--- src/rtl/seq_detect_sched.sv ---
// Round-robin scheduler that shares one serial "10110" detector among NUM_REQ word requesters.
// A granted word clears the detector, is shifted in MSB-first, and its hit summary is returned tagged.
module seq_detect_sched #(
    parameter  int NUM_REQ = 4,
    parameter  int WORD_W  = 16,
    localparam int ID_W    = $clog2(NUM_REQ),
    localparam int CNT_W   = $clog2(WORD_W + 1)
) (
    input  logic                      clk,
    input  logic                      reset,
    input  logic [NUM_REQ-1:0]        req_valid,
    output logic [NUM_REQ-1:0]        req_ready,
    input  logic [NUM_REQ*WORD_W-1:0] req_data,
    output logic                      det_clear,
    output logic                      det_seq,
    output logic                      det_valid,
    input  logic                      det_detected,
    output logic                      rsp_valid,
    input  logic                      rsp_ready,
    output logic [ID_W-1:0]           rsp_id,
    output logic [CNT_W-1:0]          rsp_count,
    output logic [CNT_W-1:0]          rsp_first_pos,
    output logic                      busy
);

    typedef enum logic [1:0] {
        S_IDLE  = 2'd0,
        S_CLEAR = 2'd1,
        S_SHIFT = 2'd2,
        S_RESP  = 2'd3
    } state_t;

    state_t              r_state;
    state_t              w_state_nxt;
    logic [ID_W-1:0]     r_last;
    logic [ID_W-1:0]     r_id;
    logic [WORD_W-1:0]   r_shreg;
    logic [CNT_W-1:0]    r_bitidx;
    logic [CNT_W-1:0]    r_count;
    logic [CNT_W-1:0]    r_first;

    logic [NUM_REQ-1:0]  w_rot;
    logic                w_grant_vld;
    logic [ID_W-1:0]     w_grant_idx;
    logic [WORD_W-1:0]   w_grant_word;
    logic                w_accept;
    logic                w_last_bit;

    // Rotate the request vector so position 0 is the requester just after the last winner.
    always_comb begin
        w_rot       = NUM_REQ'({req_valid, req_valid} >> (int'(r_last) + 1));
        w_grant_vld = 1'b0;
        w_grant_idx = '0;
        for (int k = 0; k < NUM_REQ; k++) begin
            if (!w_grant_vld && w_rot[k]) begin
                w_grant_vld = 1'b1;
                w_grant_idx = ID_W'((int'(r_last) + 1 + k) % NUM_REQ);
            end
        end
    end

    assign w_grant_word = req_data[int'(w_grant_idx)*WORD_W +: WORD_W];
    assign w_accept     = (r_state == S_IDLE) && w_grant_vld;
    assign w_last_bit   = (r_bitidx == CNT_W'(WORD_W - 1));

    always_comb begin
        req_ready = '0;
        if (w_accept) begin
            req_ready[w_grant_idx] = 1'b1;
        end
    end

    always_ff @(posedge clk) begin
        if (reset) begin
            r_state <= S_IDLE;
        end else begin
            r_state <= w_state_nxt;
        end
    end

    always_comb begin
        w_state_nxt = r_state;
        case (r_state)
            S_IDLE:  if (w_grant_vld) w_state_nxt = S_CLEAR;
            S_CLEAR: w_state_nxt = S_SHIFT;
            S_SHIFT: if (w_last_bit) w_state_nxt = S_RESP;
            S_RESP:  if (rsp_ready) w_state_nxt = S_IDLE;
            default: w_state_nxt = S_IDLE;
        endcase
    end

    always_ff @(posedge clk) begin
        if (reset) begin
            r_last   <= ID_W'(NUM_REQ - 1);
            r_id     <= '0;
            r_shreg  <= '0;
            r_bitidx <= '0;
            r_count  <= '0;
            r_first  <= '0;
        end else begin
            case (r_state)
                S_IDLE: begin
                    if (w_grant_vld) begin
                        r_shreg <= w_grant_word;
                        r_id    <= w_grant_idx;
                        r_count <= '0;
                        r_first <= '0;
                    end
                end
                S_CLEAR: r_bitidx <= '0;
                S_SHIFT: begin
                    r_shreg  <= {r_shreg[WORD_W-2:0], 1'b0};
                    r_bitidx <= r_bitidx + CNT_W'(1);
                    if (det_detected) begin
                        r_count <= r_count + CNT_W'(1);
                        if (r_count == '0) r_first <= r_bitidx;
                    end
                end
                S_RESP: begin
                    if (rsp_ready) r_last <= r_id;
                end
                default: ;
            endcase
        end
    end

    // Result fields are forced to zero outside RESP so reset leaves every output low.
    assign det_clear     = (r_state == S_CLEAR);
    assign det_valid     = (r_state == S_SHIFT);
    assign det_seq       = det_valid & r_shreg[WORD_W-1];
    assign rsp_valid     = (r_state == S_RESP);
    assign rsp_id        = rsp_valid ? r_id : '0;
    assign rsp_count     = rsp_valid ? r_count : '0;
    assign rsp_first_pos = !rsp_valid ? '0 : ((r_count == '0) ? CNT_W'(WORD_W) : r_first);
    assign busy          = (r_state != S_IDLE);

endmodule

--- config.mk ---
export PLATFORM = sky130hd
export DESIGN_NAME = seq_detect_sched
export DESIGN_NICKNAME = d
export VERILOG_FILES = /design/src/rtl/seq_detect_sched.sv
export SDC_FILE = /design/constraint.sdc
export NUM_CORES = 1
export LEC_CHECK = 0
export CAP_MARGIN = 10
export CORE_ASPECT_RATIO = 0.8
export CORE_MARGIN = 8
export CORE_UTILIZATION = 25
export CTS_BUF_LIST = sky130_fd_sc_hd__clkbuf_8
export DETAILED_ROUTE_END_ITERATION = 8
export GPL_TIMING_DRIVEN = 0
export HOLD_SLACK_MARGIN = 0.1
export PLACE_DENSITY_LB_ADDON = 0.3
export REMOVE_ABC_BUFFERS = 1
export SLEW_MARGIN = 30
export SYNTH_ARGS = -nofsm -noshare
export SYNTH_HDL_FRONTEND = slang
export SYNTH_SLANG_ARGS = --single-unit
--- constraint.sdc ---
create_clock -name clk -period 1.85 [get_ports clk]
set_input_delay 0.37 -clock clk [delete_from_list [all_inputs] [get_ports clk]]
set_output_delay 0.37 -clock clk [all_outputs]
set_load 0.005 [all_outputs]
## After elaboration in Yosys (flattened, before gate mapping)

Index checks and enable logic that the tools add are counted.

- Add/sub/neg operators: 6
- $lt $le $gt $ge: 2
- Equal/unequal tests: 9
- Shifts and indexed selects: 2
- Muxes and demuxes: 28
- Bitwise logic cells: 1
- Reductions and logical operators: 19

Operators by type and width:

| kind | count |
|---|---|
| $shiftx 64x7->16 | 1 |
| $mux 5 | 7 |
| $pmux 16 s2 | 1 |
| $pmux 5 s2 | 3 |
| $mux 16 | 1 |
| $mux 2 | 8 |
| $add 5x1->5 const B | 2 |
| $ne 2x1->1 const B | 4 |
| $pmux 2 s4 | 1 |
| $shr 8x3->4 | 1 |
| $add 2x2->2 const B | 3 |
| $reduce_and 2->1 | 3 |
| $reduce_and 3->1 | 2 |
| $reduce_bool 2->1 | 3 |
| $eq 5x4->1 const B | 1 |
| $logic_and 1x1->1 | 5 |
| $logic_not 5->1 | 1 |
| $mux 1 | 5 |
| $eq 2x2->1 const B | 2 |
| $mux 4 | 1 |
| $reduce_and 4->1 | 1 |
| $add 2x1->3 const B | 1 |
| $logic_not 1->1 | 3 |
| $lt 2x3->1 const B | 1 |
| 6 further kinds | 6 |

- Register bits: 37
- Input port bits: 72
- Logic and storage cells: 74

## Depth between registers and ports, before layout

- Word-level depth: 17
- Mapped depth: 10
- Mapped depth without buffers: 8

## Worst setup path after synthesis

No wires, ideal clock.

- Kind: register to register
- From: reg r_state[0]
- To: reg r_first[0]
- Setup time: 128 ps
- Arrival: 1,879 ps
- Required time: 1,722 ps
- Slack: -157 ps
- Stages on the path, launching flop included: 11
- Buffers on the path: 3
- Clock period less this slack: 2,007 ps
- Path through: dfxtp_1 -> inv_1 -> ha_1 -> clkbuf_1 -> inv_1 -> clkbuf_1 -> a21oi_1 -> nor2b_1 -> clkbuf_1 -> mux2i_1 -> nor2_1

- Word-level cells in the longest chain between the ends: 3
- Elaborated cells on any way between the ends: 8
- Those cells by class: 4 x eq/ne; 1 x mux; 3 x reduce/logical

RTL lines:

| item | line | text |
|---|---|---|
| from (decl) | 33 | `state_t r_state;` |
| from (signal assigned) | 77 | `r_state <= w_state_nxt;` |
| $eq 2x2->1 * | n/a |  |
| named net det_valid | 16 | `output logic det_valid,` |
| $ne 2x1->1 (no source line) or $reduce_bool 2->1 (tied branches) | n/a |  |
| $reduce_and 4->1 (no source line) | n/a |  |
| to (signal assigned) | 116 | `if (r_count == '0) r_first <= r_bitidx;` |
| to (decl) | 40 | `logic [CNT_W-1:0] r_first;` |

Mark *: on every way through the listed nets, which the timed path passes. The rest lies on a longest branch.
A chain may end at the register's enable or synchronous reset.

## Worst setup path in the final report

- From: in req_valid[2]
- To: out req_ready[1]

- Word-level cells in the longest chain between the ends: 16
- Elaborated cells on any way between the ends: 22
- Those cells by class: 2 x order compare; 1 x shift; 11 x mux; 8 x reduce/logical

RTL lines:

| item | line | text |
|---|---|---|
| from (decl) | 11 | `input logic [NUM_REQ-1:0] req_valid,` |
| $shr 8x3->4 * | 51 | `w_rot = NUM_REQ'({req_valid, req_valid} >> (int'(r_last) + 1));` |
| $mux 1 | 55 | `if (!w_grant_vld && w_rot[k]) begin` |
| $logic_not 1->1 | 55 |  |
| $logic_and 1x1->1 | 55 |  |
| $mux 1 | 55 |  |
| $logic_not 1->1 | 55 |  |
| $logic_and 1x1->1 | 55 |  |
| $mux 1 | 55 |  |
| $logic_not 1->1 | 55 |  |
| $logic_and 1x1->1 | 55 |  |
| $mux 2 | 55 |  |
| $lt 2x3->1 (not written as such) or $ge 2x1->1 (tied branches) | 69 | `req_ready[w_grant_idx] = 1'b1;` |
| $logic_and 1x1->1 (not written as such) | 69 |  |
| $mux 1 (not written as such) | 69 |  |
| $demux 1 s2 | 69 |  |
| $mux 4 * | 68 | `if (w_accept) begin` |
| to (decl) | 12 | `output logic [NUM_REQ-1:0] req_ready,` |

Mark *: on every way between the ends. The rest lies on a longest branch, timed or not.

==> impl_metrics.toml <==
[outcome]
status = "finished with violations"
failed_checks = "negative setup slack"

[power]
p_total_uw = 6080
sw_frac_of_total_pct = 42.9
p_per_area_mw_per_mm2 = 1170
p_clk_share_pct = 9.4
p_seq_share_pct = 20.1
p_int_uw = 3470
switching_power_uw = 2610
p_leak_uw = 0.00215
p_comb_share_pct = 70.5
max-vdd-ir-drop_mv = 0.444

[floorplanning]
die_w_um = 132
die_h_um = 109
initial_utilization_pct = 25.9
core_region_area_mm2 = 0.0103
die-area_mm2 = 0.0143
fp-row-count = 33
io_pins = 93

[setup_path]
worstPathArrival_ps = 1570
crit_fanout = 4
r2r_cells = 10
cp.required_ps = 1480
crit_path_end_kind = "primary output"
critPathKind = "in -> out"
critPathLaunchType = "primary input"

[yosys]
ys_ff_latch = 37
yosysTopAreaCellShare_pct = 27.7
yosysMostFrequentCell = "nand2_1"
ys_warn_count = 0
synth_edf_count = 0
syn_inst = 340
syn_avg_cell_area_um2 = 7.86
synth_area_leaders = "dfxtp_1, nand2_1, nor2_1"
synthFlopType = "dfxtp_1"
synth_area_mm2 = 0.00267
synth_top_cell_by_area = "dfxtp_1"
synth_cell_types = 47
seq_area_frac_synth_pct = 27.7
async_flop_share_pct = 0
synthTopCellsByCount = "nand2_1, nor2_1, dfxtp_1"

[timing]
setup_violations = 15
max_freq_mhz = 514
slew_headroom_pct = 65.7
hold_violations = 0
setup_ws_ps = -94.3
tightest_slew_ps = 514
slew_violations = 0
rsz0062_at_grt = "true"
fin_skew_ps = 6.91
min_period_ps = 1940
final.period_utilization_pct = 105

[final_layout]
drive_above_1_share_pct = 43.0
ff_latch_area_um2 = 763
multi_input_area_mm2 = 0.00245
final_area_mm2 = 0.00517
n_antenna_cell = 0
areaGrowthSynthToFinish_pct = 93.4
final_core_util_pct = 50.1
fillers = 961
finalNetCount = 578

[routing]
drt_iter0_drc = 283
drt-pass1-iter-count = 5
drcViolationCount = 0
wl_um = 12200
via_per_inst = 5.26
vias = 3359
ant_nets = 0
wire_per_inst_um = 19.1

[place]
place_area_mm2 = 0.00373
gp_congestion = 0.727
detailed_place_hpwl_um = 6760
io_buffers = 92

[global_routing]
grt_max_degree = 26
track_usage_pct = 15.5
grt_first_pass_wirelength_um = 17900
globalRouteOverflowTotal = 0
grt_pass1_vias = 3336
antenna_found_initial = 0

[cts]
cts-root-buf = "clkbuf_8"
cts_tree = "yes"
clockBufferDepth = 2
path_clk_slew_ps = 80
insertion_delay_ps = 290
htreeDepth = 2
numCtsBuffers = 5
clock-sinks = 37

[worst_hold_path]
hold_depth = 2
min_path_type = "reg -> reg"

[job]
cap_violations = 0
## area by class of cell
class                           instances  area share (%)
Timing Repair inverter                  2           0.290
Tap cell                              140            3.39
Multi-Input combinational cell        270            47.4
Sequential cell                        37            14.8
Inverter                                9           0.871
Clock inverter                          3           0.266
Timing Repair Buffer                  172            31.7
Clock buffer                            5            1.33
## metrics by stage
step | hold slack [ps] | std cells | setup WS, ps | TNS, ps
after floorplan | 434 | 313 | -1390 | -32720
after global placement | 467 | 545 | -2880 | -84000
after detailed placement | 466 | 548 | -1800 | -42850
after CTS | 480 | 603 | -116 | -535
after global routing | 524 | 638 | -133 | -1710
final | 489 | 638 | -94.3 | -567
## final timing paths
path	from	to	slack, ps
setup / recovery	req_valid[2]	req_ready[1]	-90
hold reg to reg	r_id[1]	r_id[1]	490
hold / removal	r_id[1]	r_id[1]	490
setup reg to reg	r_state[0]	r_shreg[11]	-60
## worst max-delay path, stage by stage
cell and delay (ps):
clkdlybuf4s15_2 270, nand2b_4 170, a21oi_4 90, nor3_4 340, buf_4 180, nor2_2 30, buf_2 120
## registers in the layout, summed over array words and instances, names as in the netlist
name      count
r_id          2
r_bitidx      5
r_state       2
r_first       5
r_shreg      16
r_count       5
r_last        2
## kinds of logic (layout without fill, tap and decap cells)
family | after synthesis | count (layout) | synth area share [%]
and+or+nand+nor | 161 | 162 | 28.4
AOI/OAI and AO/OA | 87 | 89 | 30.3
DFF | 37 | 37 | 27.7
buffers and inverters | 36 | 191 | 5.80
adders and majority gates | 9 | 9 | 4.21
muxes | 7 | 7 | 2.62
xor gates and xnor gates | 3 | 3 | 0.983
## power by group through the flow
stage / clock network, µW / logic, µW / registers (µW)
2_1_floorplan: 0 / 1490 / 1130
3_3_place_gp: 0 / 2180 / 1170
3_5_place_dp: 0 / 2360 / 1180
4_1_cts: 583 / 3270 / 1200
5_1_grt: 618 / 4520 / 1240
6_report: 572 / 4290 / 1220
## metal layers
metal	up-vias	track usage (%)	part of all wire, %
met2	157	25.2	46
met5	-	0	0
met4	0	5.40	1.8
met1	1614	20.2	46
met3	22	3.10	6.1
li1	1566	-	-
## timing repair
| item | CTS | global route |
|---|---|---|
| pin swaps | 23 | 40 |
| resized for setup | 155 | 64 |
| cloned | 5 | 4 |
| hold buffers | 0 | 0 |
| setup buffers | 42 | 32 |
| endpoints found under the setup margin | 51 | 31 |
## placed cells by master, fill, tap and decap left out, types with 5 or more instances in the layout
cell / Yosys / layout
a21oi_1: 9 / 9
and2_1: 16 / 15
buf_12: 0 / 5
a221oi_2: 7 / 12
mux2i_1: 7 / 7
dfxtp_1: 37 / 29
nand2_4: 0 / 7
a211oi_2: 0 / 13
dfxtp_4: 0 / 5
clkdlybuf4s50_1: 0 / 67
buf_2: 4 / 11
nor2_1: 41 / 36
buf_6: 1 / 11
nand2_1: 69 / 60
a2111oi_2: 10 / 11
clkdlybuf4s15_1: 0 / 6
o41ai_4: 0 / 11
buf_4: 2 / 61
clkbuf_8: 0 / 5
Power figures use the tool's default switching activity.
